--- config.mk ---
export PLATFORM = sky130hd
export DESIGN_NAME = operate_sequencer_flat
export DESIGN_NICKNAME = d
export VERILOG_FILES = /design/src/rtl/operate_sequencer_pkg.sv /design/src/rtl/operate_sequencer_if.sv /design/src/rtl/operate_sequencer_rotator.sv /design/src/rtl/operate_sequencer.sv /design/src/flat_wrapper.sv
export SDC_FILE = /design/constraint.sdc
export NUM_CORES = 1
export LEC_CHECK = 0
export ABC_CLOCK_PERIOD_IN_PS = 2300
export CORE_MARGIN = 5
export CORE_UTILIZATION = 55
export DETAILED_ROUTE_END_ITERATION = 8
export PLACE_DENSITY = 0.78
export SLEW_MARGIN = 25
export SYNTH_ARGS = -nofsm -noshare
export SYNTH_HDL_FRONTEND = slang
export SYNTH_SLANG_ARGS = --single-unit
--- constraint.sdc ---
create_clock -name clk -period 2.3 [get_ports clk]
set_input_delay 0.575 -clock clk [delete_from_list [all_inputs] [get_ports clk]]
set_output_delay 0.575 -clock clk [all_outputs]
set_load 0.005 [all_outputs]
--- src/rtl/operate_sequencer_pkg.sv ---
// Shared types, widths and IR bit positions for the PDP-8 operate-instruction sequencer.
// The optional RTR/RTL double rotate is enabled by defining DOUBLE_ROTATE_EN.
package pdp8_micro_pkg;

  localparam int unsigned WORD_W    = 12;
  localparam int unsigned LINK_AC_W = WORD_W + 1;
  localparam int unsigned IR_W      = 9;

  // Local stand-in for the memory_utils word type
  typedef logic [WORD_W-1:0] word;

  typedef enum logic [3:0] {
    IDLE, EV1, EV2, EV3, EV4, EV5, G2SKP, G2CLR, G2OSR, DONE
  } seq_state_t;

  typedef enum logic [1:0] {
    ROT_NONE, ROT_RIGHT, ROT_LEFT, ROT_BSW
  } rot_op_t;

  localparam int unsigned IR_GRP = 8;
  localparam int unsigned G3_SEL = 0;

  localparam int unsigned G1_CLA = 7;
  localparam int unsigned G1_CLL = 6;
  localparam int unsigned G1_CMA = 5;
  localparam int unsigned G1_CML = 4;
  localparam int unsigned G1_RAR = 3;
  localparam int unsigned G1_RAL = 2;
  localparam int unsigned G1_BSW = 1;
  localparam int unsigned G1_IAC = 0;

  localparam int unsigned G2_CLA = 7;
  localparam int unsigned G2_SMA = 6;
  localparam int unsigned G2_SZA = 5;
  localparam int unsigned G2_SNL = 4;
  localparam int unsigned G2_AND = 3;
  localparam int unsigned G2_OSR = 2;
  localparam int unsigned G2_HLT = 1;

  // AND-group skip is the complement of the OR-group sense; all-zero AND is SKP
  function automatic logic g2_skip(input logic [IR_W-2:0] ir, input word ac, input logic l);
    logic sense;
    sense = (ir[G2_SMA] & ac[WORD_W-1]) | (ir[G2_SZA] & (ac == '0)) | (ir[G2_SNL] & l);
    return ir[G2_AND] ? ~sense : sense;
  endfunction

endpackage

--- src/rtl/operate_sequencer_if.sv ---
// Start/done handshake and AC/L data bus between the instruction FSM and the operate sequencer.
interface operate_sequencer_if;
  import pdp8_micro_pkg::*;

  logic                start;
  logic [IR_W-1:0]     i_reg;
  word                 ac_in;
  logic                l_in;
  word                 sr;
  logic                ready;
  logic                done;
  word                 ac_out;
  logic                l_out;
  logic                skip;
  logic                halt;
  logic                unsup;

  modport master (
    output start, i_reg, ac_in, l_in, sr,
    input  ready, done, ac_out, l_out, skip, halt, unsup
  );

  modport slave (
    input  start, i_reg, ac_in, l_in, sr,
    output ready, done, ac_out, l_out, skip, halt, unsup
  );
endinterface

--- src/rtl/operate_sequencer_rotator.sv ---
// Combinational rotate right/left and byte swap of the 13-bit {L,AC} pair.
module link_ac_rotator
  import pdp8_micro_pkg::*;
(
  input  logic [LINK_AC_W-1:0] la_i,
  input  rot_op_t              op_i,
  output logic [LINK_AC_W-1:0] la_o
);

  // Byte swap exchanges the AC halves and leaves the link in place
  always_comb begin
    la_o = la_i;
    case (op_i)
      ROT_RIGHT: la_o = {la_i[0], la_i[LINK_AC_W-1:1]};
      ROT_LEFT:  la_o = {la_i[LINK_AC_W-2:0], la_i[LINK_AC_W-1]};
      ROT_BSW:   la_o = {la_i[LINK_AC_W-1], la_i[5:0], la_i[WORD_W-1:6]};
      default:   la_o = la_i;
    endcase
  end

endmodule

--- src/rtl/operate_sequencer.sv ---
// PDP-8 operate-instruction sequencer: Group 1/2 micro-ops on AC/L, one event per cycle.
// Define DOUBLE_ROTATE_EN to execute RTR/RTL as two rotates (extra EV5 cycle).
module operate_sequencer
  import pdp8_micro_pkg::*;
(
  input  logic               clk,
  input  logic               rst,
  operate_sequencer_if.slave bus
);

  seq_state_t            state_q;
  logic [IR_W-2:0]       ir_q;
  word                   ac_q;
  word                   sr_q;
  logic                  l_q;
  word                   ac_out_q;
  logic                  l_out_q;
  logic                  ready_q;
  logic                  done_q;
  logic                  skip_q;
  logic                  halt_q;
  logic                  unsup_q;

  rot_op_t               rot_op;
  logic [LINK_AC_W-1:0]  rot_res;
  logic                  double_rot;
  word                   osr_ac;

  // RAR and RAL together cancel; BSW only acts alone or as the RTR/RTL modifier
  always_comb begin
    rot_op = ROT_NONE;
    if (ir_q[G1_RAR] && !ir_q[G1_RAL]) begin
      rot_op = ROT_RIGHT;
    end else if (ir_q[G1_RAL] && !ir_q[G1_RAR]) begin
      rot_op = ROT_LEFT;
    end else if (ir_q[G1_BSW] && !ir_q[G1_RAR] && !ir_q[G1_RAL]) begin
      rot_op = ROT_BSW;
    end
  end

`ifdef DOUBLE_ROTATE_EN
  assign double_rot = ir_q[G1_BSW] & (ir_q[G1_RAR] ^ ir_q[G1_RAL]);
`else
  assign double_rot = 1'b0;
`endif

  assign osr_ac = ac_q | (ir_q[G2_OSR] ? sr_q : WORD_W'(0));

  link_ac_rotator u_rot (
    .la_i ({l_q, ac_q}),
    .op_i (rot_op),
    .la_o (rot_res)
  );

  always_ff @(posedge clk) begin
    if (rst) begin
      state_q  <= IDLE;
      ir_q     <= '0;
      ac_q     <= '0;
      sr_q     <= '0;
      l_q      <= 1'b0;
      ac_out_q <= '0;
      l_out_q  <= 1'b0;
      ready_q  <= 1'b1;
      done_q   <= 1'b0;
      skip_q   <= 1'b0;
      halt_q   <= 1'b0;
      unsup_q  <= 1'b0;
    end else begin
      done_q <= 1'b0;
      case (state_q)
        IDLE: begin
          if (bus.start) begin
            ir_q    <= bus.i_reg[IR_W-2:0];
            ac_q    <= bus.ac_in;
            l_q     <= bus.l_in;
            sr_q    <= bus.sr;
            ready_q <= 1'b0;
            skip_q  <= 1'b0;
            halt_q  <= 1'b0;
            unsup_q <= 1'b0;
            if (!bus.i_reg[IR_GRP]) begin
              state_q <= EV1;
            end else if (bus.i_reg[G3_SEL]) begin
              state_q  <= DONE;
              done_q   <= 1'b1;
              unsup_q  <= 1'b1;
              ac_out_q <= bus.ac_in;
              l_out_q  <= bus.l_in;
            end else begin
              state_q <= G2SKP;
            end
          end
        end
        EV1: begin
          if (ir_q[G1_CLA]) ac_q <= '0;
          if (ir_q[G1_CLL]) l_q  <= 1'b0;
          state_q <= EV2;
        end
        EV2: begin
          if (ir_q[G1_CMA]) ac_q <= ~ac_q;
          if (ir_q[G1_CML]) l_q  <= ~l_q;
          state_q <= EV3;
        end
        EV3: begin
          if (ir_q[G1_IAC]) {l_q, ac_q} <= {l_q, ac_q} + LINK_AC_W'(1);
          state_q <= EV4;
        end
        EV4: begin
          {l_q, ac_q} <= rot_res;
          if (double_rot) begin
            state_q <= EV5;
          end else begin
            state_q  <= DONE;
            done_q   <= 1'b1;
            ac_out_q <= rot_res[WORD_W-1:0];
            l_out_q  <= rot_res[WORD_W];
          end
        end
        EV5: begin
          {l_q, ac_q} <= rot_res;
          state_q  <= DONE;
          done_q   <= 1'b1;
          ac_out_q <= rot_res[WORD_W-1:0];
          l_out_q  <= rot_res[WORD_W];
        end
        G2SKP: begin
          skip_q  <= g2_skip(ir_q, ac_q, l_q);
          state_q <= G2CLR;
        end
        G2CLR: begin
          if (ir_q[G2_CLA]) ac_q <= '0;
          state_q <= G2OSR;
        end
        G2OSR: begin
          ac_q     <= osr_ac;
          halt_q   <= ir_q[G2_HLT];
          state_q  <= DONE;
          done_q   <= 1'b1;
          ac_out_q <= osr_ac;
          l_out_q  <= l_q;
        end
        DONE: begin
          ready_q <= 1'b1;
          state_q <= IDLE;
        end
        default: state_q <= IDLE;
      endcase
    end
  end

  assign bus.ready  = ready_q;
  assign bus.done   = done_q;
  assign bus.ac_out = ac_out_q;
  assign bus.l_out  = l_out_q;
  assign bus.skip   = skip_q;
  assign bus.halt   = halt_q;
  assign bus.unsup  = unsup_q;

endmodule

--- src/flat_wrapper.sv ---
// flat-port wrapper written by rule: the top's interface ports become plain ports
module operate_sequencer_flat import pdp8_micro_pkg::*;
  (clk, rst, bus_start, bus_i_reg, bus_ac_in, bus_l_in, bus_sr, bus_ready, bus_done, bus_ac_out, bus_l_out, bus_skip, bus_halt, bus_unsup);
  operate_sequencer_if bus_i ();
  input  logic clk;
  input  logic rst;
  input wire logic [$bits(bus_i.start)-1:0] bus_start;
  input wire logic [$bits(bus_i.i_reg)-1:0] bus_i_reg;
  input wire logic [$bits(bus_i.ac_in)-1:0] bus_ac_in;
  input wire logic [$bits(bus_i.l_in)-1:0] bus_l_in;
  input wire logic [$bits(bus_i.sr)-1:0] bus_sr;
  output wire logic [$bits(bus_i.ready)-1:0] bus_ready;
  output wire logic [$bits(bus_i.done)-1:0] bus_done;
  output wire logic [$bits(bus_i.ac_out)-1:0] bus_ac_out;
  output wire logic [$bits(bus_i.l_out)-1:0] bus_l_out;
  output wire logic [$bits(bus_i.skip)-1:0] bus_skip;
  output wire logic [$bits(bus_i.halt)-1:0] bus_halt;
  output wire logic [$bits(bus_i.unsup)-1:0] bus_unsup;
  assign bus_i.start = bus_start;
  assign bus_i.i_reg = bus_i_reg;
  assign bus_i.ac_in = bus_ac_in;
  assign bus_i.l_in = bus_l_in;
  assign bus_i.sr = bus_sr;
  assign bus_ready = bus_i.ready;
  assign bus_done = bus_i.done;
  assign bus_ac_out = bus_i.ac_out;
  assign bus_l_out = bus_i.l_out;
  assign bus_skip = bus_i.skip;
  assign bus_halt = bus_i.halt;
  assign bus_unsup = bus_i.unsup;
  operate_sequencer u_core (.clk(clk), .rst(rst), .bus(bus_i));
endmodule
Word level (Yosys, flattened, before mapping)
Cells that the tools add are included.

Register bits: 55.

Equal/unequal tests: 20. $add $sub $neg: 1. Reduce and logical (&&, ||, !) cells: 24. Bitwise logic cells: 9. Multiplexer cells: 36.

Operator list (number): 12-bit 2-to-1 mux (8); 12-bit case mux with 6 select lines (1); 13-bit case mux with 3 select lines (1); 12-bit case mux with 3 select lines (1); 4-bit case mux with 7 select lines (1); 4-bit by 3-bit == test with 1-bit output (second input constant) (4); 13-bit by 1-bit adder with 13-bit output (second input constant) (1); 12-bit logical NOT (1); 1-bit 2-to-1 mux (12); 4-bit 2-to-1 mux (3); 12-bit inverter (1); 12-bit OR (1); 2-bit by 1-bit != test with 1-bit output (second input constant) (5); 5-bit AND reduction (2); 4-bit by 2-bit == test with 1-bit output (second input constant) (2); 4-bit == test (second input constant) (2); 1-bit case mux with 2 select lines (4); 2-bit AND reduction (4); 2-bit 2-to-1 mux (3); 2-bit != test (second input constant) (3); 2-bit nonzero test (3); 6-bit nonzero test (1); 1-bit case mux with 5 select lines (1); 5-bit nonzero test (1); other kinds (14) (24).

Logic depth before layout (Yosys ltp)
Depth in word-level cells: 9. Mapped depth: 8.

By module
From an unflattened synthesis, not the netlist that was laid out.

Cells, all modules: 444. Area total of the unflattened synthesis: 3570.9 um^2.

By module, submodules not included: operate_sequencer (area each 3208.1 um^2, cells an instance 425, instances 1, seq. area each 1101.1 um^2); link_ac_rotator (area each 362.8 um^2, cells an instance 19, instances 1, seq. area each 0.0 um^2).

Least setup slack after synthesis
OpenSTA, ideal clock, no wires.

Kind: register to register. Start: reg u_core.state_q[3]. End: reg u_core.ac_q[1]. Period minus slack after synthesis: 1.781 ns. Setup slack: 0.519 ns. Buffers on the path: 2. Required time: 2.225 ns. Data arrival time: 1.706 ns. Stages on the path, launching flop included: 8. Cells stage by stage: dfxtp_1 -> buf_2 -> or3b_1 -> buf_4 -> a2111oi_4 -> a22oi_1 -> and3_1 -> o22ai_1.

Cells in the longest elaborated chain, start to end: 4. Elaborated cells between the ends (all ways): 17.

RTL lines: from (decl) (line operate_sequencer.sv:11) `seq_state_t state_q;`; from (signal assigned) (line operate_sequencer.sv:57) `state_q <= IDLE;`; from (signal assigned) (line operate_sequencer.sv:83) `state_q <= EV1;`; from (signal assigned) (line operate_sequencer.sv:85) `state_q <= DONE;`; 4-bit by 1-bit == test with 1-bit output / 4-bit by 3-bit == test with 1-bit output (equally long branches) (line operate_sequencer.sv:71) `case (state_q)`; 2-bit OR reduction (no source line); 6-bit nonzero test (no source line) / 2-bit by 1-bit != test with 1-bit output (equally long branches); 5-bit AND reduction (no source line); to (signal assigned) (line operate_sequencer.sv:75) `ac_q <= bus.ac_in;`; to (signal assigned) (line operate_sequencer.sv:101) `if (ir_q[G1_CMA]) ac_q <= ~ac_q;`; to (signal assigned) (line operate_sequencer.sv:106) `if (ir_q[G1_IAC]) {l_q, ac_q} <= {l_q, ac_q} + LINK_AC_W'(1);`; to (decl) (line operate_sequencer.sv:13) `word ac_q;`.

Several ways; a longest one is shown, not always the timed one. A chain may end at the register's enable or synchronous reset.

Worst setup path in the final report
Start: reg u_core.state_q[1]. End: reg u_core.ac_q[1].

Same word-level chain as after synthesis.

==> results.sh <==
export IMPL_grt_pass1_wl_um=19400
export IMPL_postPlaceCellArea_um2=4590
export IMPL_rows=29
export IMPL_cp_slowest_cell="or3b_1"
export IMPL_cts_tree="yes"
export IMPL_clock_skew_ns=0.00714
export IMPL_ys_types=68
export IMPL_num_io_pins=55
export IMPL_leakagePower_uw=0.00168
export IMPL_holdWs_ns=0.461
export IMPL_wl_um=12200
export IMPL_path_clk_slew_ns=0.11
export IMPL_synth_edf_count=0
export IMPL_p_seq_frac=0.265
export IMPL_area_delta_synth_final_pct=27.5
export IMPL_hp_start="u_core.bus.unsup$_SDFFE_PP0P_"
export IMPL_cp_required_ns=2.55
export IMPL_die_area_um2=8450
export IMPL_stdcell_area_um2=4710
export IMPL_rsz0062_at_grt="false"
export IMPL_grt_usage=0.282
export IMPL_clock_latency_ns=0.32
export IMPL_grt_max_degree=26
export IMPL_post_route_worst_setup_slack_ns=0.157
export IMPL_hold_depth=2
export IMPL_end_kind="flip-flop"
export IMPL_die_x_um=92.0
export IMPL_synth_area_leader_cell="dfxtp_1"
export IMPL_cts_max_path_buffers=2
export IMPL_switchingPower_uw=2820
export IMPL_vias=4165
export IMPL_min_period_over_period=0.932
export IMPL_core_um2=6460
export IMPL_initial_core_util=0.572
export IMPL_regToRegSetupSlack_ns=0.16
export IMPL_syn_avg_cell_area_um2=7.71
export IMPL_startpoint_type="flip-flop"
export IMPL_path_class="reg2reg"
export IMPL_hold_path_endpoint="u_core.bus.unsup$_SDFFE_PP0P_"
export IMPL_r2r_start="u_core.state_q[1]$_SDFFE_PP0N_"
export IMPL_layout_drive_gt1_share=0.147
export IMPL_period_minus_slack_ns=2.14
export IMPL_worst_pin_slew_ns=0.548
export IMPL_cts_sinks=55
export IMPL_die_h_um=92.0
export IMPL_synthesis_nets=518
export IMPL_place_congestion=1.00
export IMPL_cts_root_buffer="clkbuf_8"
export IMPL_synthTopCellsByArea="dfxtp_1, nand2_1, a21oi_1"
export IMPL_async_flop_share=0
export IMPL_dr_pass1_iters=5
export IMPL_portBuffers=54
export IMPL_power_density_nw_per_um2=1350
export IMPL_netlist_area_leader_share=0.298
export IMPL_cts_resized=0
export IMPL_critPathMaxFanout=19
export IMPL_fmax_mhz=467
export IMPL_ir_drop_mv=0.663
export IMPL_setup_viol=0
export IMPL_drv_slew=0
export IMPL_ys_ff_latch=55
export IMPL_dp_cells=619
export IMPL_worstPathCellList="or3b_1, buf_12, a2111oi_4, o21ai_0, and3_1, o22ai_1"
export IMPL_ys_seq_area_frac=0.298
export IMPL_post_cts_buffers=0
export IMPL_power_frac_clock=0.108
export IMPL_fill_cells=538
export IMPL_vias_per_cell=6.64
export IMPL_grt_antenna_before_repair=0
export IMPL_yosysWarnings=0
export IMPL_synth_cells=479
export IMPL_r2r_end="u_core.ac_q[1]$_SDFFE_PP0P_"
export IMPL_worstHoldPathType="reg2reg"
export IMPL_grt_pass1_vias=3824
export IMPL_dp_hpwl_um=9020
export IMPL_slowest_delay_ns=0.51
export IMPL_syn_cell_area_um2=3690
export IMPL_dr_first_iter_drc_count=409
export IMPL_ant_nets=0
export IMPL_hold_buffers=0
export IMPL_num_nets_final=588
export IMPL_worst_ep_arrival_time_ns=2.39
export IMPL_p_comb_frac=0.628
export IMPL_num_antenna_cells=0
export IMPL_cts_made_buffers=5
export IMPL_fin_total_pwr_uw=6340
export IMPL_maxSlewHeadroom=0.629
export IMPL_drc=0
export IMPL_htree_levels=2
export IMPL_hold_viol=0
export IMPL_r2r_cells=6
export IMPL_status="complete, no violations"
export IMPL_wl_per_cell_um=19.4
export IMPL_p_int_uw=3520
export IMPL_crit_family="simple AND/OR/NAND/NOR gates"
export IMPL_crit_buf_inv=1
export IMPL_instances_no_fill=627
export IMPL_switching_share=0.444
export IMPL_cap_violations=0
export IMPL_synthFlopType="dfxtp_1"
export IMPL_gr_total_overflow=0
export IMPL_dpl_worst_slack_ns=-0.0720
==> metal layers <==
layer  share of wire  track usage
met1            0.43        0.389
met2            0.46        0.450
met3           0.091       0.0540
met4           0.019       0.0829
met5               0            0
==> state kept, by name, indices dropped and copies added (netlist names), 4 cells and up <==
name               flops
u_core.ac_q           12
u_core.bus.ac_out     12
u_core.ir_q            8
u_core.sr_q           12
u_core.state_q         4
==> power groups by stage <==
stage	combinational, uW	sequential, uW	clock [uW]
after floorplan	2560	1460	0
after global placement	3820	1660	0
after detailed placement	3910	1670	0
after CTS	3920	1650	689
after global routing	4340	1710	729
final	3980	1680	683
==> layout make-up <==
| class | instances | area [um^2] | area share |
|---|---|---|---|
| repair buffers | 113 | 1030 | 0.218 |
| inverters | 10 | 37.5 | 0.00797 |
| well taps | 77 | 96.3 | 0.0205 |
| flip-flops and latches | 55 | 1100 | 0.234 |
| multi-input cells | 364 | 2330 | 0.494 |
| clock buffers | 5 | 68.8 | 0.0146 |
| clock inverters | 3 | 46.3 | 0.00983 |
==> worst max-delay path by stage <==
| stage | start | to | slack, ns | depth (start not counted) |
|---|---|---|---|---|
| 2_1_floorplan | u_core.state_q[3]$_SDFFE_PP0N_ | u_core.ac_q[1]$_SDFFE_PP0P_ | 0.52 | 7 |
| 3_3_place_gp | bus_start | u_core.ac_q[1]$_SDFFE_PP0P_ | -0.05 | 7 |
| 3_5_place_dp | bus_start | u_core.ac_q[6]$_SDFFE_PP0P_ | -0.07 | 8 |
| 4_1_cts | u_core.ir_q[2]$_SDFFE_PP0P_ | u_core.ac_q[8]$_SDFFE_PP0P_ | 0.18 | 6 |
| 5_1_grt | u_core.ac_q[3]$_SDFFE_PP0P_ | u_core.l_q$_SDFFE_PP0P_ | 0.02 | 5 |
| 6_report | u_core.state_q[1]$_SDFFE_PP0N_ | u_core.ac_q[1]$_SDFFE_PP0P_ | 0.16 | 6 |
==> through the flow <==
step	TNS (ns)	util
global route	0	0.729
global placement	-0.114	0.711
finish	0	0.729
floorplan	0	-
CTS	0	0.729
detailed placement	-0.262	0.711
==> synthesized netlist by cell type (8+ instances only) <==
library cell and instances:
nand2_1 57, dfxtp_1 55, a21oi_1 40, nor2_1 33, clkbuf_1 28, o21ai_0 23
buf_2 17, nor3b_1 15, a211oi_1 12, nor3_1 12, o21ai_1 11, inv_1 10
nor4b_1 9, a311oi_1 8, nand3_1 8
==> kinds of logic (layout without fill, tap and decap cells) <==
group	after synthesis	count (layout)	share of synthesized area
compound gates	160	160	0.310
xor+xnor	8	8	0.0190
flops	55	55	0.298
mux	6	6	0.0166
fa+ha+maj	2	2	0.00677
simple gates	188	188	0.278
buf+inv	60	131	0.0718
==> worst reg2reg max path, delay by kind of cell (launching register included) <==
family                 cells  cell delay [ns]
AOI/OAI and AO/OA          3             0.71
buffers and inverters      1             0.21
DFF                        1             0.44
and+or+nand+nor            2             0.73
==> placed cells by master (no fill, tap or decap), types with 6 or more instances in the layout <==
| master | n |
|---|---|
| nand3_1 | 8 |
| a222oi_1 | 7 |
| nand2_1 | 57 |
| o21ai_0 | 23 |
| nor2b_1 | 7 |
| nand2b_1 | 7 |
| nor3b_1 | 15 |
| nor4_1 | 7 |
| nor4b_1 | 9 |
| nand3b_1 | 6 |
| a21oi_1 | 40 |
| nor3_1 | 12 |
| a311oi_1 | 8 |
| buf_4 | 55 |
| clkdlybuf4s50_1 | 53 |
| xnor2_1 | 7 |
| o21ai_1 | 11 |
| inv_1 | 10 |
| dfxtp_1 | 53 |
| and3_1 | 6 |
| a211oi_1 | 12 |
| nor2_1 | 33 |
Note: power is estimated with default switching activity, not from simulation.
